===== config.mk =====
export PLATFORM = sky130hd
export DESIGN_NAME = odu_test_gen
export DESIGN_NICKNAME = d
export VERILOG_FILES = /design/src/rtl/odu_test_pkg.sv /design/src/rtl/odu_test_word_fill.sv /design/src/rtl/odu_test_gen.sv
export SDC_FILE = /design/constraint.sdc
export NUM_CORES = 1
export LEC_CHECK = 0
export ABC_AREA = 1
export CORE_UTILIZATION = 40
export DETAILED_ROUTE_END_ITERATION = 10
export DONT_BUFFER_PORTS = 1
export GPL_TIMING_DRIVEN = 0
export MAX_ROUTING_LAYER = met4
export PLACE_DENSITY = 0.6
export SETUP_SLACK_MARGIN = 0.4
export SLEW_MARGIN = 5
export SYNTH_ARGS = -nofsm -noshare
export SYNTH_HDL_FRONTEND = slang
export SYNTH_HIERARCHICAL = 1
export SYNTH_SLANG_ARGS = --single-unit

===== constraint.sdc =====
create_clock -name clk -period 30.4 [get_ports clk]
set_input_delay 6.08 -clock clk [delete_from_list [all_inputs] [get_ports clk]]
set_output_delay 6.08 -clock clk [all_outputs]
set_load 0.02 [all_outputs]

===== src/rtl/odu_test_pkg.sv =====
// odu_test_pkg
// Shared constants and helpers for the ODU-like test-pattern generator.
// Defines the frame alignment bytes, the word layout in bytes and the
// mapping from a byte index to its bit slice inside a 384-bit word.
package odu_test_pkg;

  localparam logic [7:0] FAS_F6       = 8'hF6;
  localparam logic [7:0] FAS_28       = 8'h28;

  localparam int         OH_BYTES     = 16;
  localparam int         WORD_BYTES   = 48;
  localparam int         MFAS_OH_BYTE = 6;
  localparam int         WORD_BITS    = WORD_BYTES * 8;

  // Byte 0 is the most significant byte: byte k sits at [383-8k:376-8k].
  function automatic int byte_lsb(input int k);
    return (WORD_BYTES - 1 - k) * 8;
  endfunction

endpackage


===== src/rtl/odu_test_word_fill.sv =====
// odu_test_word_fill
// Combinational builder for one 384-bit channel word.
// Ports:
//   pay_next  in   8  value of the first payload byte of this word
//   is_rs     in   1  word is the first of a row (carries 16 overhead bytes)
//   row0      in   1  row is the first of the frame (FAS + MFAS overhead)
//   mfas      in   8  multiframe counter inserted in overhead byte 6 of row 0
//   word      out 384 assembled word, byte 0 in the MSBs
module odu_test_word_fill
  import odu_test_pkg::*;
(
  input  logic [7:0]           pay_next,
  input  logic                 is_rs,
  input  logic                 row0,
  input  logic [7:0]           mfas,
  output logic [WORD_BITS-1:0] word
);

  // Overhead byte k of a row-start word.
  function automatic logic [7:0] oh_byte(input int k, input logic is_row0,
                                         input logic [7:0] mfas_val);
    logic [7:0] b;
    if (!is_row0) begin
      b = 8'h00;
    end else if (k < 3) begin
      b = FAS_F6;
    end else if (k < 6) begin
      b = FAS_28;
    end else if (k == MFAS_OH_BYTE) begin
      b = mfas_val;
    end else begin
      b = 8'h00;
    end
    return b;
  endfunction

  // Payload counts up from pay_next starting at the first non-overhead byte.
  always_comb begin
    word = '0;
    for (int k = 0; k < WORD_BYTES; k++) begin
      if (is_rs && (k < OH_BYTES)) begin
        word[byte_lsb(k) +: 8] = oh_byte(k, row0, mfas);
      end else if (is_rs) begin
        word[byte_lsb(k) +: 8] = pay_next + 8'(k - OH_BYTES);
      end else begin
        word[byte_lsb(k) +: 8] = pay_next + 8'(k);
      end
    end
  end

endmodule


===== src/rtl/odu_test_gen.sv =====
// odu_test_gen
// Test-pattern source producing ODU-like channel words: frames of rows with
// a fixed overhead field and a continuous mod-256 incrementing payload
// stream, plus idle-gap throttling and one-shot payload error injection.
// Ports:
//   clk            in   1   clock
//   rst            in   1   asynchronous active-high reset
//   i_enable       in   1   level, permits word generation
//   i_inject_err   in   1   pulse, arms a one-shot payload corruption
//   o_data_chid    out 384  word data (byte 0 in MSBs)
//   o_valid_chid   out  1   one-cycle strobe per word
//   o_fs_chid      out  1   first word of frame
//   o_rs_chid      out  1   first word of every row
//   o_mfas_chid    out  8   multiframe counter of the current frame
//   o_err_injected out  1   marks the word carrying the injected error
module odu_test_gen
  import odu_test_pkg::*;
#(
  parameter int WORDS_PER_ROW  = 80,
  parameter int ROWS_PER_FRAME = 4,
  parameter int GAP_CYCLES     = 0
) (
  input  logic                 clk,
  input  logic                 rst,
  input  logic                 i_enable,
  input  logic                 i_inject_err,
  output logic [WORD_BITS-1:0] o_data_chid,
  output logic                 o_valid_chid,
  output logic                 o_fs_chid,
  output logic                 o_rs_chid,
  output logic [7:0]           o_mfas_chid,
  output logic                 o_err_injected
);

  localparam int WW = $clog2(WORDS_PER_ROW);
  localparam int RW = (ROWS_PER_FRAME > 1) ? $clog2(ROWS_PER_FRAME) : 1;
  localparam int GW = (GAP_CYCLES > 0) ? $clog2(GAP_CYCLES + 1) : 1;

  localparam logic [WW-1:0] WORD_LAST = WW'(WORDS_PER_ROW - 1);
  localparam logic [RW-1:0] ROW_LAST  = RW'(ROWS_PER_FRAME - 1);
  localparam logic [GW-1:0] GAP_LOAD  = GW'(GAP_CYCLES);

  logic [WW-1:0]        word_cnt_q, word_cnt_d;
  logic [RW-1:0]        row_cnt_q, row_cnt_d;
  logic [7:0]           mfas_q, mfas_d;
  logic [7:0]           pay_next_q, pay_next_d;
  logic [GW-1:0]        gap_cnt_q, gap_cnt_d;
  logic                 err_armed_q, err_armed_d;
  logic [WORD_BITS-1:0] data_q, data_d;
  logic                 valid_q, valid_d;
  logic                 fs_q, fs_d;
  logic                 rs_q, rs_d;
  logic [7:0]           mfas_out_q, mfas_out_d;
  logic                 err_inj_q, err_inj_d;

  logic                 emit;
  logic                 is_rs;
  logic                 row0;
  logic [WORD_BITS-1:0] fill_word;
  logic [WORD_BITS-1:0] inj_mask;

  odu_test_word_fill u_fill (
    .pay_next (pay_next_q),
    .is_rs    (is_rs),
    .row0     (row0),
    .mfas     (mfas_q),
    .word     (fill_word)
  );

  // Next-state logic: emission decision, position counters, throttle, injection.
  always_comb begin
    emit        = i_enable && (gap_cnt_q == '0);
    is_rs       = (word_cnt_q == '0);
    row0        = (row_cnt_q == '0);

    word_cnt_d  = word_cnt_q;
    row_cnt_d   = row_cnt_q;
    mfas_d      = mfas_q;
    pay_next_d  = pay_next_q;
    data_d      = data_q;
    mfas_out_d  = mfas_out_q;
    valid_d     = 1'b0;
    fs_d        = 1'b0;
    rs_d        = 1'b0;
    err_inj_d   = 1'b0;

    // The corrupted byte is the first payload byte, which moves past the
    // overhead field on row-start words.
    inj_mask = '0;
    if (!err_armed_q) begin
      inj_mask = '0;
    end else if (is_rs) begin
      inj_mask[byte_lsb(OH_BYTES) +: 8] = 8'hFF;
    end else begin
      inj_mask[byte_lsb(0) +: 8] = 8'hFF;
    end

    // The gap counter runs down even while generation is disabled.
    if (emit) begin
      gap_cnt_d = GAP_LOAD;
    end else if (gap_cnt_q != '0) begin
      gap_cnt_d = gap_cnt_q - GW'(1);
    end else begin
      gap_cnt_d = gap_cnt_q;
    end

    // A word emitted on the arming edge stays clean: only an already armed
    // request is consumed, and re-pulses while armed have no effect.
    if (emit && err_armed_q) begin
      err_armed_d = 1'b0;
    end else if (i_inject_err) begin
      err_armed_d = 1'b1;
    end else begin
      err_armed_d = err_armed_q;
    end

    if (emit) begin
      valid_d    = 1'b1;
      fs_d       = is_rs && row0;
      rs_d       = is_rs;
      mfas_out_d = mfas_q;
      err_inj_d  = err_armed_q;
      data_d     = fill_word ^ inj_mask;
      pay_next_d = pay_next_q + (is_rs ? 8'd32 : 8'd48);
      // mfas_q advances at frame end so the next fs word carries the new value.
      if (word_cnt_q == WORD_LAST) begin
        word_cnt_d = '0;
        if (row_cnt_q == ROW_LAST) begin
          row_cnt_d = '0;
          mfas_d    = mfas_q + 8'd1;
        end else begin
          row_cnt_d = row_cnt_q + RW'(1);
        end
      end else begin
        word_cnt_d = word_cnt_q + WW'(1);
      end
    end else begin
      data_d = data_q;
    end
  end

  // State and output registers.
  always_ff @(posedge clk or posedge rst) begin
    if (rst) begin
      word_cnt_q  <= '0;
      row_cnt_q   <= '0;
      mfas_q      <= 8'h00;
      pay_next_q  <= 8'h00;
      gap_cnt_q   <= '0;
      err_armed_q <= 1'b0;
      data_q      <= '0;
      valid_q     <= 1'b0;
      fs_q        <= 1'b0;
      rs_q        <= 1'b0;
      mfas_out_q  <= 8'h00;
      err_inj_q   <= 1'b0;
    end else begin
      word_cnt_q  <= word_cnt_d;
      row_cnt_q   <= row_cnt_d;
      mfas_q      <= mfas_d;
      pay_next_q  <= pay_next_d;
      gap_cnt_q   <= gap_cnt_d;
      err_armed_q <= err_armed_d;
      data_q      <= data_d;
      valid_q     <= valid_d;
      fs_q        <= fs_d;
      rs_q        <= rs_d;
      mfas_out_q  <= mfas_out_d;
      err_inj_q   <= err_inj_d;
    end
  end

  assign o_data_chid    = data_q;
  assign o_valid_chid   = valid_q;
  assign o_fs_chid      = fs_q;
  assign o_rs_chid      = rs_q;
  assign o_mfas_chid    = mfas_out_q;
  assign o_err_injected = err_inj_q;

endmodule

# [After elaboration in Yosys (flattened, before gate mapping)]
# Cells that the tools add are included.
[totals] register_bits=423 inputBits=4 output_inout_bits=396
[classes] n_addsub=52 n_eq_ne=2 muxes=66 n_bitwise=2 n_reduce_logical=8
[op_table] cell="$mux W8" count=54
[op_table] cell="$xor A384 B384 Y384" count=1
[op_table] cell="$add A8 B5 Y8 const B" count=16
[op_table] cell="$add A8 B6 Y8 const B" count=16
[op_table] cell="$add A8 B4 Y8 const B" count=8
[op_table] cell="$add A8 B3 Y8 const B" count=4
[op_table] cell="$add A8 B1 Y8 const B" count=2
[op_table] cell="$add A8 B2 Y8 const B" count=2
[op_table] cell="$add A8 B6 Y8" count=1
[op_table] cell="$mux W1" count=8
[op_table] cell="$add A7 B1 Y7 const B" count=1
[op_table] cell="$eq A7 B7 Y1 const B" count=1
[op_table] cell="$logic_not A7 Y1" count=1
[op_table] cell="$mux W7" count=1
[op_table] cell="$mux W6" count=1
[op_table] cell="$mux W5" count=1
[op_table] cell="$logic_and A1 B1 Y1" count=3
[op_table] cell="$reduce_and A3 Y1" count=1
[op_table] cell="$add A2 B1 Y2 const B" count=1
[op_table] cell="$eq A2 B2 Y1 const B" count=1
[op_table] cell="$logic_not A2 Y1" count=1
[op_table] cell="$mux W2" count=1
[op_table] cell="$reduce_and A2 Y1" count=1
[op_table] cell="$reduce_bool A2 Y1" count=1
[op_table] cell="2 further kinds" count=2

# [Depth between registers and ports, before layout]
# Gate-level depths: netlist of run 1.
[logic_depth] ltp_word=4 mapped_depth=17

# [Cells and area by module]
# The synthesis of run 1 kept the hierarchy.
[by_module_without_submodules] module="odu_test_gen" n_inst=1 cells_per_inst=1871 area_per_inst_um2=16301.9 seq_area_each_um2=10460.0
[by_module_without_submodules] module="odu_test_word_fill" n_inst=1 cells_per_inst=1230 area_per_inst_um2=6292.3 seq_area_each_um2=0.0

# [Least setup slack after synthesis of run 1]
# Ideal clock, no wire load.
[synth_path] kind="input to register" startpoint="input port i_enable" endpoint="register data_q[117], in the netlist o_data_chid[117]" arrival_ps=6636 required_ps=30283 setup_slack_ps=23647 cell_stages=5 path_buffers=3 path_cell_list="buf_4 buf_4 buf_2 nand2_1 nand2_1"
[synth_between] elab_chain_cells=1
[synth_lines] item="start, declared" line_no="odu_test_gen.sv:25" source="input logic i_enable,"
[synth_lines] item="$logic_and A1 B1 Y1" line_no="odu_test_gen.sv:72" source="emit = i_enable && (gap_cnt_q == '0);"
[synth_lines] item="end signal, assigned" line_no="odu_test_gen.sv:164" source="data_q <= data_d;"
[synth_lines] item="end, declared" line_no="odu_test_gen.sv:49" source="logic [WORD_BITS-1:0] data_q, data_d;"
# No other way between the ends.
# A chain may end at the register's enable or synchronous reset.

# [Worst setup path after layout of run 1]
[layout_path] startpoint="register data_q[261], in the netlist o_data_chid[261]" endpoint="output port o_data_chid[261]"
[layout_lines] item="end, declared" line_no="odu_test_gen.sv:27" source="output logic [WORD_BITS-1:0] o_data_chid,"
# No word-level cell between the ends.

==> results of run 1 <==
-- registers in the layout, summed over array words and instances, names as in the netlist --
| register | count |
|---|---|
| o_data_chid | 384 |
| mfas_q | 8 |
| o_mfas_chid | 8 |
| word_cnt_q | 7 |
| pay_next_q | 4 |
| row_cnt_q | 2 |
| err_armed_q | 1 |
| o_err_injected | 1 |
| o_fs_chid | 1 |
| o_rs_chid | 1 |
| o_valid_chid | 1 |
-- cell type report --
| cell class | count | area (um^2) |
|---|---|---|
| fillers | 5709 | 29930 |
| flip-flops and latches | 418 | 10460 |
| multi-input cells | 2317 | 10030 |
| plain buffers | 311 | 1897 |
| clock buffers | 66 | 1409 |
| well taps | 748 | 935.9 |
| inverters | 115 | 441.7 |
| clock inverters | 17 | 195.2 |
| repair buffers | 4 | 110.1 |
| diodes | 2 | 5.005 |
-- cell families after synthesis --
logic type | count (synthesis)
AND/OR/NAND/NOR | 2092
buffers and inverters | 426
flip-flops | 418
AO/OA/AOI/OAI | 79
XOR/XNOR | 56
adder cells (fa/ha/maj) | 29
other | 1
-- power by group through the flow --
stage	clock (mW)	combinational (mW)	sequential, mW
3_5_place_dp	0	0.660	0.969
3_3_place_gp	0	0.654	0.970
6_report	0.593	0.698	0.960
5_1_grt	0.623	0.765	0.971
2_1_floorplan	0	0.457	0.905
4_1_cts	0.601	0.663	0.961
-- layout by cell type (no fill, tap or decap), types with 6 or more instances in the layout --
master     synthesis  layout
buf_1             11      11
nand2_1         1684    1684
nand4_1           10      10
clkbuf_1          39      43
xor2_1            38      38
nand3_2            8       8
buf_2            108     108
inv_2             20      20
nand2_2            9       9
buf_6              6       6
inv_1             93      92
clkbuf_8           0      14
o211ai_1          13      13
conb_1             1      61
a21oi_1           21      21
nor2_1            97      97
o21ai_0           33      33
dfrtp_1          418     418
clkinv_2           0       6
o21ai_1            6       6
xnor2_1            6       6
nand3_1          264     264
xor2_2             7       7
clkbuf_16          0      48
buf_4            146     146
ha_1              29      29
-- worst max path at each step --
stage,endpoint,start,slack [ps]
6_report,o_data_chid[261],o_data_chid[261],23180
4_1_cts,o_data_chid[114],o_data_chid[114],23160
2_1_floorplan,err_armed_q,rst,12690
3_5_place_dp,o_data_chid[50],i_enable,22990
3_3_place_gp,o_data_chid[163],rst,7650
5_1_grt,o_data_chid[270],o_data_chid[270],23160
-- routing by layer --
layer  up-vias  GRT usage [%]  wire length [um]
li1       9588              -                 -
met1      9886          42.72             38010
met2      1007          50.32             41710
met3       202          7.606              8992
met4         0          13.58              4404
met5         -              -                 0
==> flow_metrics.env, run 1 <==
export IMPL_p_leak_nw=14.28
export IMPL_die_w_um=239.7
export IMPL_synthAdderAreaFrac_pct=1.606
export IMPL_hold_path_startpoint="pay_next_q[7]"
export IMPL_antenna_found_initial=2
export IMPL_grt_pass1_wl_um=133400
export IMPL_critical_path_class="flop to primary output"
export IMPL_synth_avg_cell_area_um2=7.286
export IMPL_tightest_slew_ps=1368
export IMPL_finalSetupViolCount=0
export IMPL_drt_pass1_iter_count=6
export IMPL_numCtsBuffers=47
export IMPL_relSlewSlack_pct=8.440
export IMPL_yosysTopAreaCellShare_pct=46.30
export IMPL_power_frac_comb_pct=31.0
export IMPL_io_pins=400
export IMPL_yosys_top_cells_count="nand2_1 (1,684), dfrtp_1 (418), nand3_1 (264), buf_4 (146), buf_2 (108)"
export IMPL_pwr_share_seq_pct=42.7
export IMPL_place_area_mm2=0.02387
export IMPL_yosysTopAreaCell="dfrtp_1"
export IMPL_max_cap_viol_count=0
export IMPL_cts_path_max_buffers=3
export IMPL_period_share_pct=23.74
export IMPL_max_freq_mhz=138.6
export IMPL_skew_ps=22.59
export IMPL_synth_top_family_by_area="simple AND/OR/NAND/NOR gates"
export IMPL_ys_async_sr_fraction_pct=100.0
export IMPL_switching_share_pct=45.05
export IMPL_totalPowerFinal_mw=2.252
export IMPL_first_iter_violations=2197
export IMPL_reg2reg_depth=14
export IMPL_place_inst=3913
export IMPL_synth_simple_area_share_pct=37.11
export IMPL_cts_htree_levels=2
export IMPL_synthFlopType="dfrtp_1"
export IMPL_vias=20680
export IMPL_final_util_pct=45.98
export IMPL_rows=86
export IMPL_cts_setup_buffers=0
export IMPL_synth_seq_area_share_pct=46.30
export IMPL_vias_per_cell=5.173
export IMPL_gp_congestion=1.031
export IMPL_critical_path_depth=0
export IMPL_muxShareOfSynthArea_pct=0
export IMPL_drive_above_1_share_pct=12.53
export IMPL_p_sw_mw=1.014
export IMPL_worstPathRequired_ps=24320
export IMPL_hp_class="flop to flop"
export IMPL_final_area_mm2=0.02548
export IMPL_area_growth_pct=12.78
export IMPL_synth_edf_count=0
export IMPL_ir_drop_mv=0.04375
export IMPL_grt_pass1_vias=19150
export IMPL_setup_ws_ps=23180
export IMPL_grt_max_degree=118
export IMPL_layout_nets=3247
export IMPL_crit_arrival_ps=1140
export IMPL_p_int_mw=1.237
export IMPL_synth_compound_area_share_pct=1.971
export IMPL_cts_sinks=418
export IMPL_min_delay_path_depth=2
export IMPL_synthXorXnorAreaFrac_pct=2.680
export IMPL_hold_viol_final=0
export IMPL_yosysMostFrequentCell="nand2_1"
export IMPL_power_density_mw_per_mm2=88.36
export IMPL_die_h_um=239.7
export IMPL_min_period_ps=7216
export IMPL_drc_errors=0
export IMPL_rr_startpoint="word_cnt_q[0]"
export IMPL_clockPowerShare_pct=26.3
export IMPL_status="finished clean"
export IMPL_synth_area_leaders="dfrtp_1 (46%), nand2_1 (28%), nand3_1 (5.8%)"
export IMPL_core_region_area_mm2=0.05542
export IMPL_cts_hold_buf=0
export IMPL_rrSetupSlack_ps=27250
export IMPL_wirelength_um=93120
export IMPL_cts_clk_slew_worst_paths_ps=60
export IMPL_cts_root_buf="clkbuf_16"
export IMPL_wire_per_inst_um=23.29
export IMPL_pre_cts_ws_ps=22990
export IMPL_crit_path_start_kind="flop"
export IMPL_fin_tns_setup_ps=0
export IMPL_hold_end="pay_next_q[7]"
export IMPL_antenna_left=0
export IMPL_cts_tree="done"
export IMPL_worstSetupEndpointType="primary output"
export IMPL_grt_ovfl_total=0
export IMPL_stdcell_count=3998
export IMPL_clock_latency_ps=610
export IMPL_fin_hold_ws_ps=492.6
export IMPL_path_max_fanout=2
export IMPL_die_area_mm2=0.05744
export IMPL_reg2reg_to="o_data_chid[76]"
export IMPL_slew_viol_final=0
export IMPL_grtUsageTotal_pct=33.22
export IMPL_syn_area_mm2=0.02259
export IMPL_yosysWarnings=6
export IMPL_netlist_instances=3101
export IMPL_ys_ff_latch=418
export IMPL_port_buffers=0
export IMPL_rsz0062_at_grt="false"
export IMPL_cts_resized_gates=0
export IMPL_hpwl_um=69070
export IMPL_yosysUniqueCellTypes=42
export IMPL_start_util_pct=40.77
Power figures use the tool's default switching activity.
==> run 2, diff against run 1 <==
==> constraint.sdc (replaced) <==
create_clock -name clk -period 7.52 [get_ports clk]
set_input_delay 1.504 -clock clk [delete_from_list [all_inputs] [get_ports clk]]
set_output_delay 1.504 -clock clk [all_outputs]
set_load 0.02 [all_outputs]
==> run 2 against run 1 <==
First-iteration DRC count fell by 2.5%. Critical endpoint is now o_data_chid[76]. Register-to-register slack got worse by 23000 ps. Die area did not move. Largest cell class unchanged. Power rose to 4.1 times the previous value. Global-route usage rose by 0.16 points. Highest routed layer unchanged. Cell count rose by 0.20%. Design area rose by 0.62%.
==> flow_metrics.env, run 2 (synthesis results as in run 1) <==
export IMPL_cts_sinks=418
export IMPL_crit_arrival_ps=3810
export IMPL_grtUsageTotal_pct=33.37
export IMPL_relSlewSlack_pct=24.17
export IMPL_largest_reg_flops=384
export IMPL_final_area_mm2=0.02564
export IMPL_die_w_um=239.7
export IMPL_rr_startpoint="word_cnt_q[0]"
export IMPL_ir_drop_mv=0.1630
export IMPL_grt_ovfl_total=0
export IMPL_critPathSlowestCell="clkbuf_1"
export IMPL_rows=86
export IMPL_hold_path_startpoint="pay_next_q[7]"
export IMPL_cp_cell_sequence="inv_1, ha_1, inv_1, nor2_1, nand3_4, buf_6, inv_2, buf_2, inv_2, clkbuf_1, nand3_1, nand2_1, nand2_1, nand2_1"
export IMPL_die_h_um=239.7
export IMPL_layout_cells_most_common="nand2_1"
export IMPL_vias_per_cell=5.135
export IMPL_reg2reg_to="o_data_chid[76]"
export IMPL_worstPathRequired_ps=8050
export IMPL_hpwl_um=70140
export IMPL_min_delay_path_depth=2
export IMPL_totalPowerFinal_mw=9.168
export IMPL_cts_setup_buffers=0
export IMPL_path_buf_inv=7
export IMPL_place_area_mm2=0.02400
export IMPL_cts_htree_levels=2
export IMPL_clock_latency_ps=600
export IMPL_cts_path_max_buffers=3
export IMPL_fin_hold_ws_ps=506.1
export IMPL_gp_congestion=1.031
export IMPL_power_density_mw_per_mm2=357.6
export IMPL_path_delay_family="buffers and inverters"
export IMPL_cts_clk_slew_worst_paths_ps=70
export IMPL_cts_resized_gates=0
export IMPL_worstSetupEndpointType="flop"
export IMPL_fin_tns_setup_ps=0
export IMPL_first_iter_violations=2142
export IMPL_period_share_pct=43.62
export IMPL_area_growth_pct=13.48
export IMPL_antenna_left=0
export IMPL_stdcell_count=4006
export IMPL_tightest_slew_ps=1137
export IMPL_drt_pass1_iter_count=6
export IMPL_hold_end="pay_next_q[7]"
export IMPL_nFillCells=5693
export IMPL_io_pins=400
export IMPL_cts_tree="done"
export IMPL_path_max_fanout=10
export IMPL_min_period_ps=3280
export IMPL_critical_path_class="flop to flop"
export IMPL_drive_above_1_share_pct=12.65
export IMPL_numCtsBuffers=46
export IMPL_max_freq_mhz=304.9
export IMPL_status="finished clean"
export IMPL_crit_path_start_kind="flop"
export IMPL_start_util_pct=40.77
export IMPL_slew_viol_final=0
export IMPL_grt_pass1_vias=19320
export IMPL_grt_max_degree=40
export IMPL_grt_pass1_wl_um=133800
export IMPL_port_buffers=0
export IMPL_cts_hold_buf=0
export IMPL_hold_viol_final=0
export IMPL_wire_per_inst_um=23.35
export IMPL_die_area_mm2=0.05744
export IMPL_max_cap_viol_count=0
export IMPL_drc_errors=0
export IMPL_vias=20570
export IMPL_skew_ps=9.829
export IMPL_finalSetupViolCount=0
export IMPL_place_inst=3921
export IMPL_rsz0062_at_grt="false"
export IMPL_core_region_area_mm2=0.05542
export IMPL_cpPeakStageDelay_ps=770
export IMPL_crit_top_cell="nand2_1"
export IMPL_reg2reg_depth=14
export IMPL_p_leak_nw=14.35
export IMPL_wirelength_um=93540
export IMPL_antenna_found_initial=2
export IMPL_layout_nets=3254
export IMPL_cts_root_buf="clkbuf_16"
export IMPL_mostFrequentLayoutCells="nand2_1 (1,684), dfrtp_1 (418), nand3_1 (264), buf_4 (146), buf_2 (108)"
export IMPL_rrSetupSlack_ps=4240
export IMPL_hp_class="flop to flop"
[run 2: cell types whose count changed in the layout (fill, tap and decap cells not counted), moves of 2 or more]
| cell | previous run | this run |
|---|---|---|
| buf_12 | 0 | 12 |
| buf_16 | 4 | 0 |
| bufinv_16 | 3 | 6 |
| clkbuf_1 | 43 | 46 |
| clkbuf_8 | 14 | 12 |
[run 2: area by class of cell]
| cell class | instances | area [um^2] | share of cell area, % |
|---|---|---|---|
| Clock buffer | 66 | 1368 | 5.334 |
| Sequential cell | 418 | 10460 | 40.80 |
| Antenna cell | 2 | 5.005 | 0.01952 |
| Inverter | 115 | 437.9 | 1.708 |
| Clock inverter | 17 | 267.8 | 1.044 |
| Timing Repair Buffer | 12 | 240.2 | 0.9369 |
| Tap cell | 748 | 935.9 | 3.650 |
| Buffer | 311 | 1897 | 7.398 |
| Multi-Input combinational cell | 2317 | 10030 | 39.11 |
[run 2: tightest hold or removal path, stage by stage, from the launching register on]
cell,delay [ps]
dfrtp_1,360
xor2_1,70
inv_1,50
[run 2: worst max-delay path by stage]
stage / start / to / slack [ps] / cells after the start
finish: word_cnt_q[0] / o_data_chid[76] / 4240 / 14
global route: word_cnt_q[0] / o_data_chid[183] / 4190 / 14
CTS: word_cnt_q[0] / o_data_chid[76] / 4400 / 14
detailed placement: rst / o_data_chid[57] / 4440 / 6
global placement: rst / o_data_chid[57] / -2180 / 1
floorplan: rst / err_armed_q / 380 / 1
[run 2: metrics by stage]
stage	setup slack, ps	util, %
after detailed placement	4438	43.31
after global routing	4189	46.26
after floorplan	378.5	-
after CTS	4403	46.26
final	4240	46.27
after global placement	-2181	42.87
[run 2: per-layer routing]
| layer | up-vias | track usage [%] | routed length [um] |
|---|---|---|---|
| met5 | - | - | 0 |
| met4 | 0 | 16.74 | 5255 |
| met3 | 227 | 7.894 | 8711 |
| met2 | 900 | 49.86 | 41700 |
| met1 | 9854 | 42.17 | 37880 |
| li1 | 9588 | - | - |
[run 2: where the power goes]
| group | leakage [nW] | internal, mW | switching, mW |
|---|---|---|---|
| sequential | 5.10 | 2.75 | 1.14 |
| clock | 0.805 | 1.48 | 0.975 |
| combinational | 8.44 | 0.852 | 1.98 |
| total | 14.3 | 5.07 | 4.10 |
==> run 3, diff against run 2 <==
==> constraint.sdc (replaced) <==
create_clock -name clk -period 3.4 [get_ports clk]
set_input_delay 0.68 -clock clk [delete_from_list [all_inputs] [get_ports clk]]
set_output_delay 0.68 -clock clk [all_outputs]
set_load 0.02 [all_outputs]
==> run 3 against run 2 <==
Cell count about the same. Register-to-register slack worse by 3700 ps. First-iteration DRC count up 3.2%. Non-clock buffer count up 1. Count of clock-buffer cells in the layout unchanged. Design area up 0.13%. Critical path type unchanged. Largest power group unchanged. Highest routed layer unchanged.
==> flow_metrics.env, run 3 (synthesis results as in run 1) <==
export IMPL_fin_tns_setup_ps=0
export IMPL_cp_cell_sequence="inv_1, ha_1, inv_1, nor2_1, nand3_4, buf_6, inv_2, clkbuf_4, inv_2, buf_2, nand2_1, o21ai_0, nand2_1, nand2_1"
export IMPL_grt_pass1_wl_um=133900
export IMPL_relSlewSlack_pct=28.81
export IMPL_cts_path_max_buffers=3
export IMPL_grtUsageTotal_pct=33.38
export IMPL_rsz0062_at_grt="true"
export IMPL_critPathSlowestCell="o21ai_0"
export IMPL_cts_htree_levels=2
export IMPL_wl_met1_um=37930
export IMPL_reg2reg_depth=14
export IMPL_first_iter_violations=2211
export IMPL_layout_nets=3255
export IMPL_cpPeakStageDelay_ps=560
export IMPL_cts_tree="done"
export IMPL_p_leak_nw=14.36
export IMPL_crit_top_cell="nand2_1"
export IMPL_max_cap_viol_count=0
export IMPL_wl_met3_um=8698
export IMPL_start_util_pct=40.77
export IMPL_drt_pass1_iter_count=5
export IMPL_layout_cells_most_common="nand2_1"
export IMPL_place_area_mm2=0.02400
export IMPL_cts_root_buf="clkbuf_16"
export IMPL_crit_arrival_ps=3420
export IMPL_hold_viol_final=0
export IMPL_numCtsBuffers=46
export IMPL_min_period_ps=2895
export IMPL_setup_ws_ps=504.9
export IMPL_cts_sinks=418
export IMPL_tightest_slew_ps=1064
export IMPL_cts_setup_buffers=0
export IMPL_grt_pass1_vias=19330
export IMPL_ir_drop_mv=0.3636
export IMPL_period_share_pct=85.15
export IMPL_largest_reg_flops=384
export IMPL_grt_max_degree=40
export IMPL_clock_latency_ps=590
export IMPL_max_freq_mhz=345.4
export IMPL_pre_cts_ws_ps=319.8
export IMPL_hpwl_um=70140
export IMPL_core_region_area_mm2=0.05542
export IMPL_die_h_um=239.7
export IMPL_cts_clk_slew_worst_paths_ps=70
export IMPL_worstPathRequired_ps=3930
export IMPL_wirelength_um=93580
export IMPL_port_buffers=0
export IMPL_final_area_mm2=0.02567
export IMPL_slew_viol_final=0
export IMPL_hp_class="input pin to flop"
export IMPL_skew_ps=10.02
export IMPL_top_layer_used="met4"
export IMPL_vias_per_cell=5.149
export IMPL_area_growth_pct=13.63
export IMPL_min_delay_path_depth=0
export IMPL_met2_length_um=41620
export IMPL_worstSetupEndpointType="flop"
export IMPL_drc_errors=0
export IMPL_io_pins=400
export IMPL_wire_per_inst_um=23.35
export IMPL_critical_path_class="flop to flop"
export IMPL_die_w_um=239.7
export IMPL_antenna_found_initial=2
export IMPL_mostFrequentLayoutCells="nand2_1 (1,684), dfrtp_1 (418), nand3_1 (264), buf_4 (146), buf_2 (104)"
export IMPL_path_max_fanout=10
export IMPL_rows=86
export IMPL_antenna_left=0
export IMPL_vias=20630
export IMPL_status="finished clean"
export IMPL_crit_path_start_kind="flop"
export IMPL_die_area_mm2=0.05744
export IMPL_finalSetupViolCount=0
export IMPL_drive_above_1_share_pct=12.86
export IMPL_power_density_mw_per_mm2=790.4
export IMPL_gp_congestion=1.031
export IMPL_grt_ovfl_total=0
[run 3: changes by cell type in the layout (fill, tap and decap cells not counted)]
cell / previous run / this run
buf_2: 108 / 104
clkbuf_4: 0 / 4
nor2_1: 97 / 93
nor2_2: 4 / 8
clkbuf_1: 46 / 43
clkbuf_2: 1 / 4
o21ai_0: 33 / 31
o21ai_1: 6 / 8
a21boi_0: 1 / 0
a21boi_1: 0 / 1
dlygate4sd3_1: 0 / 1
[run 3: cell type report]
cell class | count | area, um^2
timing repair buffer | 13 | 250.2
clock inverter | 17 | 267.8
tap | 748 | 935.9
antenna | 2 | 5.005
buffer | 311 | 1911
inverter | 115 | 437.9
fill | 5689 | 29740
multi-input combinational | 2317 | 10040
sequential | 418 | 10460
clock buffer | 66 | 1368
[run 3: what timing repair did]
item	in CTS	in global routing
hold buffers	1	0
endpoints found under the setup margin	9	26
gates resized for setup	2	13
hold endpoints to repair	18	0
[run 3: worst max-delay path, delay by kind of cell, from the launching register on]
kind                       cells  cell delay, ps
adders and majority gates      1             220
and+or+nand+nor                5             560
DFF                            1             380
buffers and inverters          7            1110
AOI/OAI and AO/OA              1             560
[run 3: routing by layer]
metal,GRT usage [%],vias to the layer above
met3,7.894,238
met2,49.86,949
li1,-,9592
met5,-,-
met1,42.18,9854
met4,16.80,0
[run 3: through the flow]
stage	std cells	total power [mW]	hold WS [ps]	util (%)
6_report	4007	20.29	113.8	46.33
5_1_grt	4006	21.24	97.19	46.32
4_1_cts	4005	20.04	90.88	46.28
3_5_place_dp	3921	14.58	494.1	43.31
3_3_place_gp	3909	14.51	479.0	42.87
2_1_floorplan	3161	12.17	463.5	-
[run 3: worst paths after layout]
check / startpoint / end / slack, ps
setup / recovery: word_cnt_q[0] / o_data_chid[63] / 500
hold / removal: i_enable / o_valid_chid / 110
setup reg to reg: word_cnt_q[0] / o_data_chid[63] / 500
hold reg to reg: pay_next_q[7] / pay_next_q[7] / 510
max in group asynchronous: rst / o_data_chid[167] / 1200
min in group asynchronous: rst / o_data_chid[227] / 620
[run 3: power by group]
part / switching [mW] / leakage [nW] / internal [mW]
clock network: 2.16 / 0.805 / 3.26
logic: 4.38 / 8.45 / 1.89
registers: 2.53 / 5.10 / 6.07
total: 9.07 / 14.4 / 11.2
